`src/rtl/pq_sequencer_if.sv`:
```
// Command/response handshake and single-port BRAM bus for the QuickQ sequencer.
// slave: sequencer side, master: command source, mem: BRAM side.
interface pq_sequencer_if #(
  parameter int unsigned DATA_W = 32,
  parameter int unsigned ADDR_W = 8
);
  logic              cmd_valid;
  logic              cmd_op;
  logic [DATA_W-1:0] cmd_data;
  logic              cmd_ready;
  logic              resp_valid;
  logic [DATA_W-1:0] resp_data;
  logic              resp_err;
  logic              bram_en;
  logic              bram_we;
  logic [ADDR_W-1:0] bram_addr;
  logic [DATA_W-1:0] bram_wdata;
  logic [DATA_W-1:0] bram_rdata;

  modport slave (
    input  cmd_valid, cmd_op, cmd_data, bram_rdata,
    output cmd_ready, resp_valid, resp_data, resp_err,
           bram_en, bram_we, bram_addr, bram_wdata
  );

  modport master (
    output cmd_valid, cmd_op, cmd_data,
    input  cmd_ready, resp_valid, resp_data, resp_err
  );

  modport mem (
    input  bram_en, bram_we, bram_addr, bram_wdata,
    output bram_rdata
  );
endinterface

```
`src/rtl/pq_sequencer.sv`:
```
// QuickQ priority-queue sequencer: walks a sorted BRAM array slot by slot,
// inserting with compare/swap on enqueue and shifting down on dequeue.
module pq_sequencer #(
  parameter int unsigned DEPTH  = 16,
  parameter int unsigned DATA_W = 32,
  parameter int unsigned ADDR_W = 8
) (
  input  logic         clk,
  input  logic         rst,
  pq_sequencer_if.slave bus,
  output logic [7:0]   count,
  output logic         full,
  output logic         empty
);
  localparam int unsigned       CNT_W    = 8;
  localparam logic [DATA_W-1:0] SENTINEL = '1;
  localparam logic [CNT_W-1:0]  LAST_IDX = CNT_W'(DEPTH - 1);
  localparam logic [CNT_W-1:0]  DEPTH_C  = CNT_W'(DEPTH);

  typedef enum logic [3:0] {
    S_INIT, S_IDLE, S_ENQ_RD, S_ENQ_CMP, S_DEQ_HEAD,
    S_DEQ_CAP, S_DEQ_RD, S_DEQ_WR, S_DONE
  } state_e;

  state_e            state_q, state_d;
  logic [CNT_W-1:0]  idx_q, idx_d;
  logic [CNT_W-1:0]  count_q, count_d;
  logic [DATA_W-1:0] carry_q, carry_d;
  logic [DATA_W-1:0] head_q, head_d;
  logic              full_q, empty_q, cmd_ready_q;
  logic              resp_valid_q, resp_valid_d;
  logic              resp_err_q, resp_err_d;
  logic [DATA_W-1:0] resp_data_q, resp_data_d;

  logic              bram_en_c, bram_we_c;
  logic [CNT_W-1:0]  bram_addr_c;
  logic [DATA_W-1:0] bram_wdata_c;
  logic [CNT_W-1:0]  nxt_idx_c;

  // Next state, datapath updates and the BRAM access for the current cycle.
  always_comb begin
    state_d      = state_q;
    idx_d        = idx_q;
    count_d      = count_q;
    carry_d      = carry_q;
    head_d       = head_q;
    resp_valid_d = 1'b0;
    resp_err_d   = 1'b0;
    resp_data_d  = '0;
    bram_en_c    = 1'b0;
    bram_we_c    = 1'b0;
    bram_addr_c  = '0;
    bram_wdata_c = '0;
    nxt_idx_c    = idx_q + CNT_W'(1);

    unique case (state_q)
      S_INIT: begin
        bram_en_c    = 1'b1;
        bram_we_c    = 1'b1;
        bram_addr_c  = idx_q;
        bram_wdata_c = SENTINEL;
        if (idx_q == LAST_IDX) begin
          idx_d   = '0;
          state_d = S_IDLE;
        end else begin
          idx_d = nxt_idx_c;
        end
      end
      S_IDLE: begin
        if (bus.cmd_valid && cmd_ready_q) begin
          idx_d = '0;
          if ((!bus.cmd_op && full_q) || (bus.cmd_op && empty_q)) begin
            resp_valid_d = 1'b1;
            resp_err_d   = 1'b1;
            state_d      = S_DONE;
          end else if (!bus.cmd_op) begin
            carry_d = bus.cmd_data;
            state_d = S_ENQ_RD;
          end else begin
            state_d = S_DEQ_HEAD;
          end
        end
      end
      S_ENQ_RD: begin
        bram_en_c   = 1'b1;
        bram_addr_c = idx_q;
        state_d     = S_ENQ_CMP;
      end
      S_ENQ_CMP: begin
        // Strict compare keeps a new value behind existing equal values.
        if (carry_q < bus.bram_rdata) begin
          bram_en_c    = 1'b1;
          bram_we_c    = 1'b1;
          bram_addr_c  = idx_q;
          bram_wdata_c = carry_q;
          carry_d      = bus.bram_rdata;
        end
        if (idx_q == count_q) begin
          count_d      = count_q + CNT_W'(1);
          resp_valid_d = 1'b1;
          state_d      = S_DONE;
        end else begin
          idx_d   = nxt_idx_c;
          state_d = S_ENQ_RD;
        end
      end
      S_DEQ_HEAD: begin
        bram_en_c   = 1'b1;
        bram_addr_c = '0;
        state_d     = S_DEQ_CAP;
      end
      S_DEQ_CAP: begin
        head_d  = bus.bram_rdata;
        idx_d   = '0;
        state_d = S_DEQ_RD;
      end
      S_DEQ_RD: begin
        if (nxt_idx_c != DEPTH_C) begin
          bram_en_c   = 1'b1;
          bram_addr_c = nxt_idx_c;
        end
        state_d = S_DEQ_WR;
      end
      S_DEQ_WR: begin
        // Past the last slot there is nothing to read; shift in the sentinel.
        bram_en_c    = 1'b1;
        bram_we_c    = 1'b1;
        bram_addr_c  = idx_q;
        bram_wdata_c = (nxt_idx_c == DEPTH_C) ? SENTINEL : bus.bram_rdata;
        idx_d        = nxt_idx_c;
        if (nxt_idx_c == count_q) begin
          count_d      = count_q - CNT_W'(1);
          resp_valid_d = 1'b1;
          resp_data_d  = head_q;
          state_d      = S_DONE;
        end else begin
          state_d = S_DEQ_RD;
        end
      end
      S_DONE: begin
        state_d = S_IDLE;
      end
      default: begin
        state_d = S_INIT;
      end
    endcase

    if (rst) begin
      bram_en_c = 1'b0;
      bram_we_c = 1'b0;
    end
  end

  // State and registered outputs.
  always_ff @(posedge clk) begin
    if (rst) begin
      state_q      <= S_INIT;
      idx_q        <= '0;
      count_q      <= '0;
      carry_q      <= '0;
      head_q       <= '0;
      full_q       <= 1'b0;
      empty_q      <= 1'b1;
      cmd_ready_q  <= 1'b0;
      resp_valid_q <= 1'b0;
      resp_err_q   <= 1'b0;
      resp_data_q  <= '0;
    end else begin
      state_q      <= state_d;
      idx_q        <= idx_d;
      count_q      <= count_d;
      carry_q      <= carry_d;
      head_q       <= head_d;
      full_q       <= (count_d == DEPTH_C);
      empty_q      <= (count_d == '0);
      cmd_ready_q  <= (state_d == S_IDLE);
      resp_valid_q <= resp_valid_d;
      resp_err_q   <= resp_err_d;
      resp_data_q  <= resp_data_d;
    end
  end

  assign bus.cmd_ready  = cmd_ready_q;
  assign bus.resp_valid = resp_valid_q;
  assign bus.resp_err   = resp_err_q;
  assign bus.resp_data  = resp_data_q;
  assign bus.bram_en    = bram_en_c;
  assign bus.bram_we    = bram_we_c;
  assign bus.bram_addr  = ADDR_W'(bram_addr_c);
  assign bus.bram_wdata = bram_wdata_c;
  assign count          = count_q;
  assign full           = full_q;
  assign empty          = empty_q;
endmodule

```
`src/flat_wrapper.sv`:
```
// flat-port wrapper written by rule: the top's interface ports become plain ports
module pq_sequencer_flat 
#(
  parameter int unsigned DEPTH  = 16,
  parameter int unsigned DATA_W = 32,
  parameter int unsigned ADDR_W = 8
)
  (clk, rst, count, full, empty, bus_cmd_valid, bus_cmd_op, bus_cmd_data, bus_bram_rdata, bus_cmd_ready, bus_resp_valid, bus_resp_data, bus_resp_err, bus_bram_en, bus_bram_we, bus_bram_addr, bus_bram_wdata);
  pq_sequencer_if #(.DATA_W(DATA_W), .ADDR_W(ADDR_W)) bus_i ();
  input  logic clk;
  input  logic rst;
  output logic [7:0] count;
  output logic full;
  output logic empty;
  input wire logic [$bits(bus_i.cmd_valid)-1:0] bus_cmd_valid;
  input wire logic [$bits(bus_i.cmd_op)-1:0] bus_cmd_op;
  input wire logic [$bits(bus_i.cmd_data)-1:0] bus_cmd_data;
  input wire logic [$bits(bus_i.bram_rdata)-1:0] bus_bram_rdata;
  output wire logic [$bits(bus_i.cmd_ready)-1:0] bus_cmd_ready;
  output wire logic [$bits(bus_i.resp_valid)-1:0] bus_resp_valid;
  output wire logic [$bits(bus_i.resp_data)-1:0] bus_resp_data;
  output wire logic [$bits(bus_i.resp_err)-1:0] bus_resp_err;
  output wire logic [$bits(bus_i.bram_en)-1:0] bus_bram_en;
  output wire logic [$bits(bus_i.bram_we)-1:0] bus_bram_we;
  output wire logic [$bits(bus_i.bram_addr)-1:0] bus_bram_addr;
  output wire logic [$bits(bus_i.bram_wdata)-1:0] bus_bram_wdata;
  assign bus_i.cmd_valid = bus_cmd_valid;
  assign bus_i.cmd_op = bus_cmd_op;
  assign bus_i.cmd_data = bus_cmd_data;
  assign bus_i.bram_rdata = bus_bram_rdata;
  assign bus_cmd_ready = bus_i.cmd_ready;
  assign bus_resp_valid = bus_i.resp_valid;
  assign bus_resp_data = bus_i.resp_data;
  assign bus_resp_err = bus_i.resp_err;
  assign bus_bram_en = bus_i.bram_en;
  assign bus_bram_we = bus_i.bram_we;
  assign bus_bram_addr = bus_i.bram_addr;
  assign bus_bram_wdata = bus_i.bram_wdata;
  pq_sequencer #(.DEPTH(DEPTH), .DATA_W(DATA_W), .ADDR_W(ADDR_W)) u_core (.clk(clk), .rst(rst), .bus(bus_i), .count(count), .full(full), .empty(empty));
endmodule
```
`config.mk`:
```
export PLATFORM = sky130hd
export DESIGN_NAME = pq_sequencer_flat
export DESIGN_NICKNAME = d
export VERILOG_FILES = /design/src/rtl/pq_sequencer_if.sv /design/src/rtl/pq_sequencer.sv /design/src/flat_wrapper.sv
export SDC_FILE = /design/constraint.sdc
export NUM_CORES = 1
export LEC_CHECK = 0
export CORE_UTILIZATION = 51
export CTS_CLUSTER_SIZE = 24
export DETAILED_ROUTE_END_ITERATION = 8
export PLACE_DENSITY_LB_ADDON = 0.05
export SLEW_MARGIN = 5
export SYNTH_ARGS = -nofsm -noshare
export SYNTH_HDL_FRONTEND = slang
export SYNTH_SLANG_ARGS = --single-unit
```
`constraint.sdc`:
```
create_clock -name clk -period 5.4 [get_ports clk]
set_input_delay 1.35 -clock clk [delete_from_list [all_inputs] [get_ports clk]]
set_output_delay 1.35 -clock clk [all_outputs]
set_load 0.02 [all_outputs]
```
Yosys cells after proc, flatten, opt, wreduce, memory -nomap -nowiden
Cells that the tools add are included.
{"block": "op_classes", "n_mux": 36, "eq_ne": 20, "n_bitwise": 3, "reduce_logical": 16, "n_lt_le_gt_ge": 1, "add_sub_neg": 3}
{"cell": "$mux W32", "n": 6}
{"cell": "$pmux W32 S3", "n": 1}
{"cell": "$pmux W32 S2", "n": 1}
{"cell": "$mux W8", "n": 7}
{"cell": "$pmux W8 S5", "n": 1}
{"cell": "$pmux W4 S9", "n": 1}
{"cell": "$lt A32 B32 Y1", "n": 1}
{"cell": "$pmux W8 S3", "n": 1}
{"cell": "$mux W4", "n": 5}
{"cell": "$add A8 B1 Y8 const B", "n": 2}
{"cell": "$eq A4 B3 Y1 const B", "n": 4}
{"cell": "$eq A8 B5 Y1 const B", "n": 2}
{"cell": "$eq A8 B8 Y1", "n": 2}
{"cell": "$pmux W8 S2", "n": 1}
{"cell": "$eq A4 B1 Y1 const B", "n": 2}
{"cell": "$eq A4 B2 Y1 const B", "n": 2}
{"cell": "$eq A8 B4 Y1 const B", "n": 1}
{"cell": "$logic_not A8 Y1", "n": 1}
{"cell": "$mux W1", "n": 8}
{"cell": "$ne A8 B5 Y1 const B", "n": 1}
{"cell": "$sub A8 B1 Y8 const B", "n": 1}
{"cell": "$ne A2 B2 Y1 const B", "n": 3}
{"cell": "$pmux W1 S3", "n": 2}
{"cell": "$reduce_or A3 Y1", "n": 2}
{"cell": "15 further kinds", "n": 21}
{"block": "word_totals", "in_bits": 68, "elab_cells": 90, "out_inout_bits": 87, "regBits": 121}

Logic depth before layout (Yosys ltp)
Gate-level depths: netlist (run 1).
{"block": "depth", "depth_word": 7, "ltp_mapped": 11, "depth_no_buf": 10}

Worst setup path after synthesis (run 1)
OpenSTA, ideal clock, no wires.
{"block": "synth_path", "path_type": "input to output", "start": "input port bus_bram_rdata[9]", "end": "output port bus_bram_wdata[10]", "n_path_buf": 1, "cell_stages": 11, "setup_slack_ns": 0.290, "required_time_ns": 4.050, "t_arrival_ns": 3.760, "path_cell_list": "inv_1 ha_1 a21o_1 a21o_1 a21o_1 a221oi_1 nor2_1 or4_1 a21oi_1 buf_2 o2bb2ai_1"}
{"block": "synth_between", "elab_chain_len": 3}
{"element": "from (decl)", "line_no": "flat_wrapper.sv:18", "text": "input wire logic [$bits(bus_i.bram_rdata)-1:0] bus_bram_rdata;"}
{"element": "$lt A32 B32 Y1", "line_no": "pq_sequencer.sv:91", "text": "if (carry_q < bus.bram_rdata) begin"}
{"element": "$mux W32", "line_no": "pq_sequencer.sv:91"}
{"element": "$pmux W32 S3", "line_no": "pq_sequencer.sv:56", "text": "unique case (state_q)"}
{"element": "to (decl)", "line_no": "flat_wrapper.sv:26", "text": "output wire logic [$bits(bus_i.bram_wdata)-1:0] bus_bram_wdata;"}
No other way between the ends.

Worst setup path in the final report (run 1)
{"block": "layout_path", "start": "input port bus_bram_rdata[20]", "end": "output port bus_bram_en"}
{"block": "layout_between", "elab_chain_len": 4}
{"element": "$lt A32 B32 Y1", "line_no": "pq_sequencer.sv:91"}
{"element": "$mux W1", "line_no": "pq_sequencer.sv:91"}
{"element": "$pmux W1 S3", "line_no": "pq_sequencer.sv:56"}
{"element": "$mux W1", "line_no": "pq_sequencer.sv:148", "text": "if (rst) begin"}
{"element": "to (decl)", "line_no": "flat_wrapper.sv:23", "text": "output wire logic [$bits(bus_i.bram_en)-1:0] bus_bram_en;"}
No other way between the ends.

==> flow_metrics.env, run 1 <==
export IMPL_synth_seq_area_share_pct=35.7
export IMPL_clockRootBuffer="clkbuf_16"
export IMPL_crit_chain="clkdlybuf4s50_1 > inv_1 > ha_4 > nand4_1 > buf_4 > nor4_4 > a221o_1 > a21oi_4 > buf_6 > buf_8 > o311a_1 > buf_6"
export IMPL_synthTopCellsByArea="dfxtp_1 36%, nor2_1 6.9%, a21oi_1 6.5%, ha_1 6.3%, mux2_2 5.1%"
export IMPL_slowest_delay_ns=0.54
export IMPL_overflow=0
export IMPL_drcViolationCount=0
export IMPL_final_cells=1227
export IMPL_std_cell_rows=41
export IMPL_io_pins=155
export IMPL_areaGrowthSynthToFinish_pct=43.3
export IMPL_synth_top_cell_by_area="dfxtp_1"
export IMPL_dpl_cell_area_mm2=0.00884
export IMPL_holdPathStages=2
export IMPL_cts_max_path_buffers=2
export IMPL_postCtsHoldBufs=0
export IMPL_synthesis_nets=952
export IMPL_drt_iter0_markers=703
export IMPL_grt_pass1_wl_um=35200
export IMPL_antenna_found_initial=0
export IMPL_grt_pass1_vias=6603
export IMPL_most_common_layout_cells="124 x nor2_1, 121 x dfxtp_1, 86 x a21oi_1, 86 x buf_4"
export IMPL_critical_path_slowest_cell="clkdlybuf4s50_1"
export IMPL_status="finished clean"
export IMPL_drv_slew=0
export IMPL_start_util_pct=53.0
export IMPL_path_delay_family="buffers and inverters"
export IMPL_cap_violations=0
export IMPL_ys_flop_type="dfxtp_1"
export IMPL_synth_edff_count=0
export IMPL_synth_cell_type_count=65
export IMPL_cts_htree_levels=4
export IMPL_io_buffers=154
export IMPL_filler_cell_count=897
export IMPL_cts_buffers=17
export IMPL_insertion_delay_ns=0.42
export IMPL_synth_warnings=0
export IMPL_firstDrtPassIters=6
export IMPL_required_ns=4.05
export IMPL_rr_worst_depth=9
export IMPL_hpwl_um=15600
export IMPL_drive_above_1_share_pct=23.2
export IMPL_grt_max_degree=99
export IMPL_placed_cells=1188
export IMPL_ant_nets=0
export IMPL_leakage_nw=4.12
export IMPL_end_kind="output port"
export IMPL_cts_num_sinks=121
export IMPL_async_reset_ff_share_pct=0
export IMPL_die_width_um=117
export IMPL_wl_per_cell_um=18.7
export IMPL_wirelength_um=22900
export IMPL_maxSlewHeadroom_pct=8.40
export IMPL_clock_skew_ns=0.00577
export IMPL_setup_viol=0
export IMPL_place_congestion=1.06
export IMPL_dr_total_vias=7097
export IMPL_fin_area_mm2=0.00973
export IMPL_syn_instance_count=850
export IMPL_hold_path_end="u_core.head_q[18]"
export IMPL_layout_nets=1144
export IMPL_worst_hold_slack_ns=0.451
export IMPL_worstMarginPinSlew_ns=1.37
export IMPL_critPathLaunchType="primary input"
export IMPL_antenna_cells=0
export IMPL_ir_worst_vdd_v=0.000181
export IMPL_max_freq_ghz=0.187
export IMPL_dieArea_mm2=0.0138
export IMPL_finalCriticalPeriod_ns=5.36
export IMPL_hp_class="reg2reg"
export IMPL_hold_viol_final=0
export IMPL_critPathMaxFanout=6
export IMPL_reg2reg_from="u_core.idx_q[0]"
export IMPL_path_common_cell="buf_6"
export IMPL_fin_total_pwr_w=0.00232
export IMPL_grt_use_total_pct=32.5
export IMPL_die_y_um=117
export IMPL_synth_avg_cell_area_um2=7.99
export IMPL_final_common_cell="nor2_1"
export IMPL_worstSetupPathType="in2out"
export IMPL_worst_path_buf_inv=6
export IMPL_synth_area_mm2=0.00679
export IMPL_reg2reg_to="u_core.full"
export IMPL_cts_tree="built"
export IMPL_reg2reg_slack_ns=2.01
export IMPL_p_per_area_mw_per_mm2=238
export IMPL_min_period_over_period_pct=99.2
export IMPL_ys_ff_latch=121
export IMPL_hp_start="u_core.head_q[18]"
export IMPL_path_clk_slew_ns=0.05
export IMPL_arrival_ns=4.01
export IMPL_via_per_inst=5.78
export IMPL_synth_top_cell_area_share_pct=35.7
export IMPL_coreArea_mm2=0.0128
==> worst max path at each step <==
stage / startpoint / end / slack, ns / cells past startpoint
4_1_cts: bus_bram_rdata[20] / bus_bram_addr[1] / 0.004 / 13
2_1_floorplan: bus_bram_rdata[9] / bus_bram_wdata[10] / 0.29 / 11
3_5_place_dp: bus_bram_rdata[9] / bus_bram_en / -0.81 / 13
6_report: bus_bram_rdata[20] / bus_bram_en / 0.04 / 12
5_1_grt: bus_bram_rdata[20] / bus_bram_en / -0.06 / 12
3_3_place_gp: bus_bram_rdata[9] / bus_bram_addr[6] / -0.75 / 12
==> report_power, final <==
part	switching [W]	internal [W]
clock network	0.000435	0.000787
registers	0.00000711	0.000895
logic	0.0000922	0.0000996
==> worst register-to-register path, delay by kind of cell (launching register included) <==
family / cells / cell delay, ns
AO/OA/AOI/OAI: 4 / 1.13
XOR/XNOR: 1 / 0.24
adder cells (fa/ha/maj): 1 / 0.51
flip-flops: 1 / 0.60
AND/OR/NAND/NOR: 3 / 0.79
==> through the flow <==
| stage | setup slack (ns) | TNS (ns) | utilization, % |
|---|---|---|---|
| 3_3_place_gp | -0.746 | -30.05 | 68.9 |
| 3_5_place_dp | -0.809 | -32.17 | 68.9 |
| 4_1_cts | 0.00364 | 0 | 74.0 |
| 2_1_floorplan | 0.290 | 0 | - |
| 6_report | 0.0445 | 0 | 75.9 |
| 5_1_grt | -0.0579 | -0.104 | 75.9 |
==> sequential cells by signal, indices dropped and copies added (netlist names), 4 cells and up <==
register and count:
u_core.state_q 4, u_core.count 8, u_core.carry_q 32, u_core.head_q 32, u_core.bus.resp_data 32, u_core.idx_q 8
==> what timing repair did <==
item / 4_1_cts / 5_1_grt
setup buffers: 5 / 0
setup endpoints to repair: 42 / 42
endpoints found under the hold margin: 0 / 0
pin swaps: 16 / 19
gates resized for setup: 205 / 68
gates cloned: 2 / 0
==> cell usage after synthesis (all sizes together) (9+ instances only) <==
cell type and instances:
xnor2 13, nand4 9, clkbuf 43, a21oi 88, o2bb2ai 33, buf 16, nor2b 37, nand3 10
dfxtp 121, ha 34, nor2 125, and2 39, nand2 86, inv 40, o21ai 17, a21o 14
mux2 33
==> layer usage <==
| metal | global-route usage (%) | vias up | routed length, µm |
|---|---|---|---|
| li1 | - | 3307 | - |
| met1 | 44.0 | 3354 | 10100 |
| met2 | 50.9 | 373 | 10500 |
| met3 | 6.76 | 63 | 1760 |
| met4 | 11.4 | 0 | 603 |
| met5 | 0 | - | 0 |
==> layout make-up <==
class / count / area [µm²] / area share [%]
tap: 172 / 215 / 2.21
multi-input combinational: 630 / 4260 / 43.8
sequential: 121 / 2420 / 24.9
clock buffer: 18 / 439 / 4.51
timing repair buffer: 232 / 2050 / 21.1
clock inverter: 14 / 194 / 1.99
inverter: 40 / 150 / 1.54
==> cells by family after synthesis <==
family | Yosys count | share of synthesized area (%)
and+or+nand+nor | 346 | 24.6
xor gates and xnor gates | 19 | 2.45
DFF | 121 | 35.7
muxes | 34 | 5.62
AOI/OAI and AO/OA | 196 | 19.4
adders and majority gates | 35 | 6.41
buffers and inverters | 99 | 5.90
No activity file was read; power rests on OpenSTA's default activity.
==> run 2: changes to the inputs <==
--- a/config.mk
+++ b/config.mk
@@ -8,6 +8,7 @@
 export CORE_UTILIZATION = 51
 export CTS_CLUSTER_SIZE = 24
 export DETAILED_ROUTE_END_ITERATION = 8
+export MAX_ROUTING_LAYER = met4
 export PLACE_DENSITY_LB_ADDON = 0.05
 export SLEW_MARGIN = 5
 export SYNTH_ARGS = -nofsm -noshare
==> run 2 against run 1 <==
  * Via count shrank 0.68%
  * Largest power group unchanged
  * Clock power shrank 9.8%
  * Largest cell class unchanged
  * Cell area grew 0.60%
  * Fmax shrank 0.37%
  * First-iteration DRC count grew 20%
  * Die area is the same
  * Combinational power is essentially flat
  * Count of clock-buffer cells in the layout is the same
  * Highest routed layer unchanged
  * Register-to-register slack lost 0.06 ns
==> flow_metrics.env, run 2 (synthesis results as in run 1) <==
export IMPL_hpwl_um=15800
export IMPL_insertion_delay_ns=0.42
export IMPL_hp_class="reg2reg"
export IMPL_required_ns=4.05
export IMPL_setup_viol=0
export IMPL_finalCriticalPeriod_ns=5.38
export IMPL_wl_per_cell_um=18.8
export IMPL_die_y_um=117
export IMPL_slowest_delay_ns=0.39
export IMPL_firstDrtPassIters=6
export IMPL_min_period_over_period_pct=99.5
export IMPL_multi_input_area_mm2=0.00428
export IMPL_drv_slew=0
export IMPL_drive_above_1_share_pct=23.6
export IMPL_overflow=0
export IMPL_worstSetupPathType="in2out"
export IMPL_die_width_um=117
export IMPL_grt_pass1_vias=6773
export IMPL_status="finished clean"
export IMPL_reg2reg_from="u_core.idx_q[0]"
export IMPL_coreArea_mm2=0.0128
export IMPL_drt_iter0_markers=841
export IMPL_path_clk_slew_ns=0.06
export IMPL_std_cell_rows=41
export IMPL_io_buffers=154
export IMPL_final_common_cell="nor2_1"
export IMPL_postCtsHoldBufs=0
export IMPL_place_congestion=1.03
export IMPL_critPathMaxFanout=5
export IMPL_clockRootBuffer="clkbuf_16"
export IMPL_layout_nets=1148
export IMPL_maxSlewHeadroom_pct=5.11
export IMPL_hp_start="u_core.head_q[15]"
export IMPL_cts_buffers=17
export IMPL_arrival_ns=4.03
export IMPL_antenna_found_initial=2
export IMPL_ant_nets=0
export IMPL_cap_violations=0
export IMPL_most_common_layout_cells="123 x nor2_1, 121 x dfxtp_1, 96 x buf_4, 86 x a21oi_1, 85 x nand2_1"
export IMPL_filler_cell_count=906
export IMPL_path_delay_family="compound AO/OA/AOI/OAI gates"
export IMPL_ir_worst_vdd_v=0.000210
export IMPL_clock_skew_ns=0.00837
export IMPL_grt_pass1_wl_um=36100
export IMPL_end_kind="output port"
export IMPL_cts_num_sinks=121
export IMPL_grt_max_degree=86
export IMPL_drcViolationCount=0
export IMPL_cts_max_path_buffers=2
export IMPL_io_pins=155
export IMPL_critPathLaunchType="primary input"
export IMPL_postLayoutCoreUtil_pct=76.3
export IMPL_reg2reg_slack_ns=1.95
export IMPL_worstMarginPinSlew_ns=1.42
export IMPL_worst_path_buf_inv=5
export IMPL_areaGrowthSynthToFinish_pct=44.1
export IMPL_start_util_pct=53.0
export IMPL_path_common_cell="a21o_1"
export IMPL_cts_htree_levels=4
export IMPL_cts_tree="built"
export IMPL_crit_chain="clkdlybuf4s15_1 > inv_2 > ha_4 > a21o_1 > a21o_1 > a21o_1 > a211oi_2 > o21bai_1 > a221o_1 > a21oi_4 > buf_6 > bufbuf_16 > o2bb2ai_1 > buf_4"
export IMPL_p_per_area_mw_per_mm2=224
export IMPL_grt_use_total_pct=34.5
export IMPL_wirelength_um=23100
export IMPL_dieArea_mm2=0.0138
export IMPL_hold_viol_final=0
export IMPL_critical_path_slowest_cell="a221o_1"
export IMPL_worst_hold_slack_ns=0.452
export IMPL_leakage_nw=4.14
export IMPL_max_freq_ghz=0.186
export IMPL_regArea_mm2=0.00242
export IMPL_tns_ns=0
export IMPL_via_per_inst=5.72
export IMPL_dr_total_vias=7049
export IMPL_startpoint="bus_bram_rdata[17]"
## run 2: changes by cell type in the layout (fill, tap and decap cells not counted), moves of 4 or more
cell	previous run	this run
buf_4	86	96
dlygate4sd2_1	10	19
buf_2	18	11
clkdlybuf4s50_1	85	81
## run 2: tightest hold or removal path, stage by stage, from the launching register on
cell     delay, ns
dfxtp_1       0.30
nand2_1       0.05
a21oi_1       0.05
## run 2: final timing paths
check                            end  depth (start not counted)
setup / recovery  bus_bram_wdata[21]                         14
hold / removal     u_core.head_q[15]                          2
setup reg to reg        u_core.empty                          9
hold reg to reg    u_core.head_q[15]                          2
## run 2: through the flow
step	setup WS, ns	cells	total power, W	area, µm²
detailed placement	-0.887	1187	0.00110	8830
global route	-0.0260	1233	0.00225	9790
floorplan	0.290	850	0.000988	6790
global placement	-0.756	1187	0.00110	8830
finish	0.0244	1233	0.00219	9790
CTS	0.00258	1228	0.00218	9620
## run 2: final cells by class
class / count / area share, %
antenna: 2 / 0.0511
clock buffer: 18 / 4.38
clock inverter: 14 / 1.44
inverter: 40 / 1.53
multi-input combinational: 630 / 43.7
sequential: 121 / 24.7
tap: 172 / 2.20
timing repair buffer: 236 / 21.9
## run 2: report_power, final
group | internal [W] | switching [W] | total, W
Sequential | 0.000895 | 0.00000705 | 0.000902
Clock | 0.000643 | 0.000456 | 0.00110
Combinational | 0.0000990 | 0.0000914 | 0.000190
Total | 0.00164 | 0.000555 | 0.00219
## run 2: what timing repair did
item / CTS / global route
setup endpoints to repair: 42 / 42
resized for setup: 253 / 32
pin swaps: 20 / 17
gates cloned: 3 / 1
buffers inserted: 6 / 2
## run 2: per-layer routing
metal  wire, µm  vias to the layer above  track usage [%]
li1           -                     3331                -
met1       9890                     3310             44.3
met2      10700                      350             53.2
met3       1910                       58             8.03
met4        631                        0             11.4
met5          0                        -                -
==> variant 1: new RTL, flow settings as in run 1 <==
Reset style: asynchronous (`rst`), changed in one clocked block.
--- a/src/rtl/pq_sequencer.sv
+++ b/src/rtl/pq_sequencer.sv
@@ -154,3 +154,3 @@
   // State and registered outputs.
-  always_ff @(posedge clk) begin
+  always_ff @(posedge clk or posedge rst) begin
     if (rst) begin
Behaviour: differs if rst is asserted again (counterexample within 4 cycles, from zero or initial values and one cycle with rst high); with rst held inactive, the same outputs for 10 cycles.
==> variant 1 against run 1 <==
  * Synthesized area rose by 2.3%
  * Worst setup slack got worse by 0.016 ns
  * Worst hold slack improved by 0.045 ns
  * Non-clock buffer count decreased by 19
  * Sequential cell count unchanged
  * Wire length is 7.8% lower
  * Via count is 11% lower
  * Final area rose by 0.17%
  * Count of clock-buffer cells in the layout increased by 2
  * Highest routed layer unchanged
  * Die area rose by 2.3%
Power is not compared: it rests on default switching activity, and its combinational part moved more than twofold at a synthesized area within 25%.
==> variant 1: results (changes against run 1) <==
status=finished clean; cell type with the largest total area after synthesis=dfrtp_1; drt total wl=21100 um (-7.8%); clk_lat worst skew=0.42 ns (about the same); Crit Reg-Reg Startpoint=u_core.idx_q[0]; initial antenna violation count=0 (unchanged); first-pass iteration count of the detailed router=5 (-1); CTS Buffer Depth=2 (unchanged); Crit-path slowest cell=clkdlybuf4s50_1; FFs w/ async S/R, synth=100% (+100 points); worst reg2reg setup slack=1.65 ns (-0.36 ns); DR iter-0 viols=448 (-36%); n_diodes=0 (unchanged); maximum vdd drop=0.433 mV; register area share after synthesis=43.6% (+7.9 points); share of post-route cells with drive strength above 1=27.1% (+3.9 points); Worst Tran Pin Value=0.984 ns (-0.390 ns); routability congestion estimate=0.907 (-14%); CP delay by family, top=buffers and inverters; Worst Skew=0.00854 ns (+0.00277 ns); Synth cell types=67 (+3.1%); crit path max fanout=8 (+2); Critical R2R Capture=u_core.empty; leading post-synthesis cells by cell area=dfrtp_1, mux2_2, ha_1; WHS Endpoint=u_core.bus.resp_data[14]; Inserted Clock Buffers=17 (unchanged); Commonest cells post-synth=dfrtp_1, mux2_2, nor2_1, o21ai_0, nand2_1; largest net degree at the start of global routing=79 (-20%); Worst R2R Path Depth=9 (unchanged); Data arrival, critical path=4.02 ns (about the same); gr usage total=30.1% (-2.4 points); global-route wire length before repair=32600 um (-7.4%); post-detail-place hpwl=14000 um (-10%); WHS Path Cells=1 (-1); Hold WC Path Type=register to register; Port Buffer Count=154 (unchanged); final layout net count=989 (-14%); vias in the first global route=6379 (-3.4%); fill count=976 (+8.8%); clock root buffer=clkbuf_16; Post-Syn Nets=802 (-16%); hold_ws=0.496 ns (+0.0451 ns); HP Start=u_core.head_q[14]; leakage=0.00467 uW; DR vias=6281 (-11%); htree depth=4 (unchanged); crit-path max cell delay=0.53 ns
-- variant 1: changes by cell type after synthesis, sizes merged, moves of 34 or more --
cell / run 1 / this run
a21oi: 88 / 16
and2: 39 / 3
and3: 2 / 36
dfrtp: 0 / 120
dfxtp: 121 / 0
nand2: 86 / 50
nor2: 125 / 58
-- variant 1: per-stage QoR --
| step | instance area, um^2 | instances | setup slack (ns) |
|---|---|---|---|
| final | 9750 | 1076 | 0.0289 |
| after CTS | 9470 | 1074 | -0.0331 |
| after global routing | 9750 | 1076 | -0.0453 |
| after detailed placement | 8990 | 1042 | -0.683 |
| after floorplan | 6950 | 700 | 0.412 |
| after global placement | 8990 | 1042 | -0.618 |
-- variant 1: kinds of logic after synthesis --
kind of cell | Yosys count | share of synthesized area (%)
fa+ha+maj | 34 | 6.12
xor+xnor | 20 | 2.63
mux | 67 | 10.8
flops | 121 | 43.6
compound gates | 159 | 16.3
buf+inv | 91 | 5.40
simple gates | 208 | 15.1
-- variant 1: what timing repair did --
action                     CTS  global route
cloned                       0             2
resized for setup          180            54
setup endpoints to repair   42            42
pin swaps                    2             7
buffers inserted             0             0
-- variant 1: layout make-up --
class                   instances  area, um^2  share of cell area [%]
multi-input cells             488        3760                    38.6
clock buffers                  20         457                    4.69
repair buffers                213        1920                    19.7
flip-flops and latches        121        3030                    31.1
well taps                     176         220                    2.26
inverters                      46         176                    1.81
clock inverters                12         186                    1.91
-- variant 1: layer usage --
metal  vias up  track usage (%)  wire length [um]
met4         0             14.0               663
met2       250             52.1             10700
met1      3085             36.3              8610
li1       2892                -                 -
met5         -                0                 0
met3        54             5.12              1210
-- variant 1: worst max-delay path by stage --
stage                  startpoint            endpoint  slack, ns  cells past startpoint
2_1_floorplan   bus_bram_rdata[5]  bus_bram_wdata[10]       0.41                     12
3_3_place_gp    bus_bram_rdata[5]    bus_bram_addr[5]      -0.62                     12
3_5_place_dp    bus_bram_rdata[6]    bus_bram_addr[5]      -0.68                     12
4_1_cts         bus_bram_rdata[1]    bus_bram_addr[5]      -0.03                     13
5_1_grt        bus_bram_rdata[30]  bus_bram_wdata[17]      -0.05                     13
6_report       bus_bram_rdata[30]   bus_bram_wdata[0]       0.03                     13
-- variant 1: report_power, final --
part / internal (uW) / total (uW) / leakage [uW] / switching (uW)
Sequential: 1200 / 1470 / 0.00158 / 262
Clock: 803 / 1250 / 0.000316 / 447
Combinational: 1280 / 2980 / 0.00277 / 1710
==> variant 2: new RTL, flow settings as in run 1 <==
Without the edit above. `ADDR_W` is set to 8 in 3 places; all go to 7.
--- a/src/rtl/pq_sequencer_if.sv
+++ b/src/rtl/pq_sequencer_if.sv
@@ -4,3 +4,3 @@
   parameter int unsigned DATA_W = 32,
-  parameter int unsigned ADDR_W = 8
+  parameter int unsigned ADDR_W = 7
 );
--- a/src/rtl/pq_sequencer.sv
+++ b/src/rtl/pq_sequencer.sv
@@ -5,3 +5,3 @@
   parameter int unsigned DATA_W = 32,
-  parameter int unsigned ADDR_W = 8
+  parameter int unsigned ADDR_W = 7
 ) (
--- a/src/flat_wrapper.sv
+++ b/src/flat_wrapper.sv
@@ -5,3 +5,3 @@
   parameter int unsigned DATA_W = 32,
-  parameter int unsigned ADDR_W = 8
+  parameter int unsigned ADDR_W = 7
 )
Interface: changed (resized bus_bram_addr); port bits go from 155 to 154. No check against the original RTL was run, so the function may have changed too.
==> variant 2 against run 1 <==
  * Clock power up 4%
  * Combinational power down 13%
  * Sequential power about the same
  * Sequential cell count unchanged
  * Register-to-register slack worse by 0.28 ns
  * First-iteration DRC count down 4.1%
  * Synthesized area down 3.4%
  * Wire length down 13%
  * Final area down 6.5%
  * Worst setup slack better by 0.046 ns
  * Total power up 0.93%
  * Critical path type unchanged
==> variant 2: results (changes against run 1) <==
status=finished clean; Critical R2R Capture=u_core.bus.resp_data[14]; first-pass iteration count of the detailed router=7 (+1); global-route wire length before repair=30900 um (-12%); DR iter-0 viols=674 (-4.1%); DP Area=8540 um^2 (-3.4%); CP delay by family, top=compound AO/OA/AOI/OAI gates; routability congestion estimate=0.968 (-8.3%); register area share after synthesis=36.9% (+1.2 points); Non-clock inverters=46 (+15%); Post-Syn Nets=991 (+4.1%); hold_ws=0.447 ns (-0.00398 ns); share of post-route cells with drive strength above 1=14.6% (-8.6 points); Via density=5.54 (-4.1%); HP Start=u_core.head_q[30]; crit path max fanout=2 (-4); Commonest cells post-synth=nand2_1, dfxtp_1, nor2_1, clkbuf_1, o21ai_0; met2 WL=9030 um (-14%); Seq area share=26.6% (+1.7 points); leading post-synthesis cells by cell area=dfxtp_1, nand2_1, ha_1; Port Buffer Count=153 (-0.65%); met1 Use GR=41.4% (-2.5 points); Worst R2R Path Depth=8 (-1); final critical-path share of the clock period=98.3% (-0.85 points); critical path startpoint=bus_bram_rdata[25]; PostCTS Resize Cnt=179 (-13%); maximum vdd drop=0.231 mV (+27%); multi-input gate count=657 (+4.3%); postcts setup bufs=2 (-3); vias in the first global route=6031 (-8.7%); WHS Endpoint=u_core.bus.resp_data[30]; leakage=0.00367 uW (-11%); Worst Skew=0.00980 ns (+0.00404 ns); synthesized instance count=889 (+4.6%); non-clock buffer count=213 (-8.2%); worst reg2reg setup slack=1.73 ns (-0.28 ns); gr usage total=30.1% (-2.4 points); fill count=1048 (+17%); GR Util met2=46.3% (-4.5 points); met3 Use GR=7.17% (+0.40 points); Layout clock area frac=7.23% (+0.72 points); crit-path max cell delay=0.47 ns (-0.07 ns); multi-input gate share of total cell area=41.8% (-1.9 points); fin cells=1241 (+1.1%); Worst Tran Pin Value=1.15 ns (-0.220 ns); drt total wl=19900 um (-13%); WHS Path Cells=1 (-1); post-detail-place hpwl=13800 um (-12%); M1 wire length=9030 um (-10%); Data arrival, critical path=3.96 ns (-0.05 ns); setup slack at placement=-0.467 ns (+0.342 ns); met3 WL=1490 um (-15%); Synth cell types=60 (-7.7%); largest net degree at the start of global routing=88 (-11%); clock buffers=19 (+1)
[variant 2: cell count changes after synthesis, sizes merged, moves of 9 or more]
| cell | delta |
|---|---|
| mux2 | -30 |
| nor2b | -33 |
| nand2 | +111 |
| a311oi | +31 |
| nor2 | -26 |
| clkbuf | +16 |
| nor3 | +14 |
| a21oi | -38 |
| o21ai | +38 |
| a21o | -9 |
| a31oi | +10 |
| buf | -10 |
| o2bb2ai | -33 |
[variant 2: cells by family (layout without fill, tap and decap cells)]
family	after synthesis	in the layout	synth area share, %
AO/OA/AOI/OAI	194	194	18.9
buffers and inverters	111	291	6.46
AND/OR/NAND/NOR	405	405	27.7
multiplexers	4	4	0.667
XOR/XNOR	19	19	2.65
flip-flops	121	121	36.9
adder cells (fa/ha/maj)	35	35	6.63
[variant 2: report_power, final]
part           switching, uW  internal (uW)
Sequential              5.15            895
Combinational           78.8           88.0
Clock                    435            836
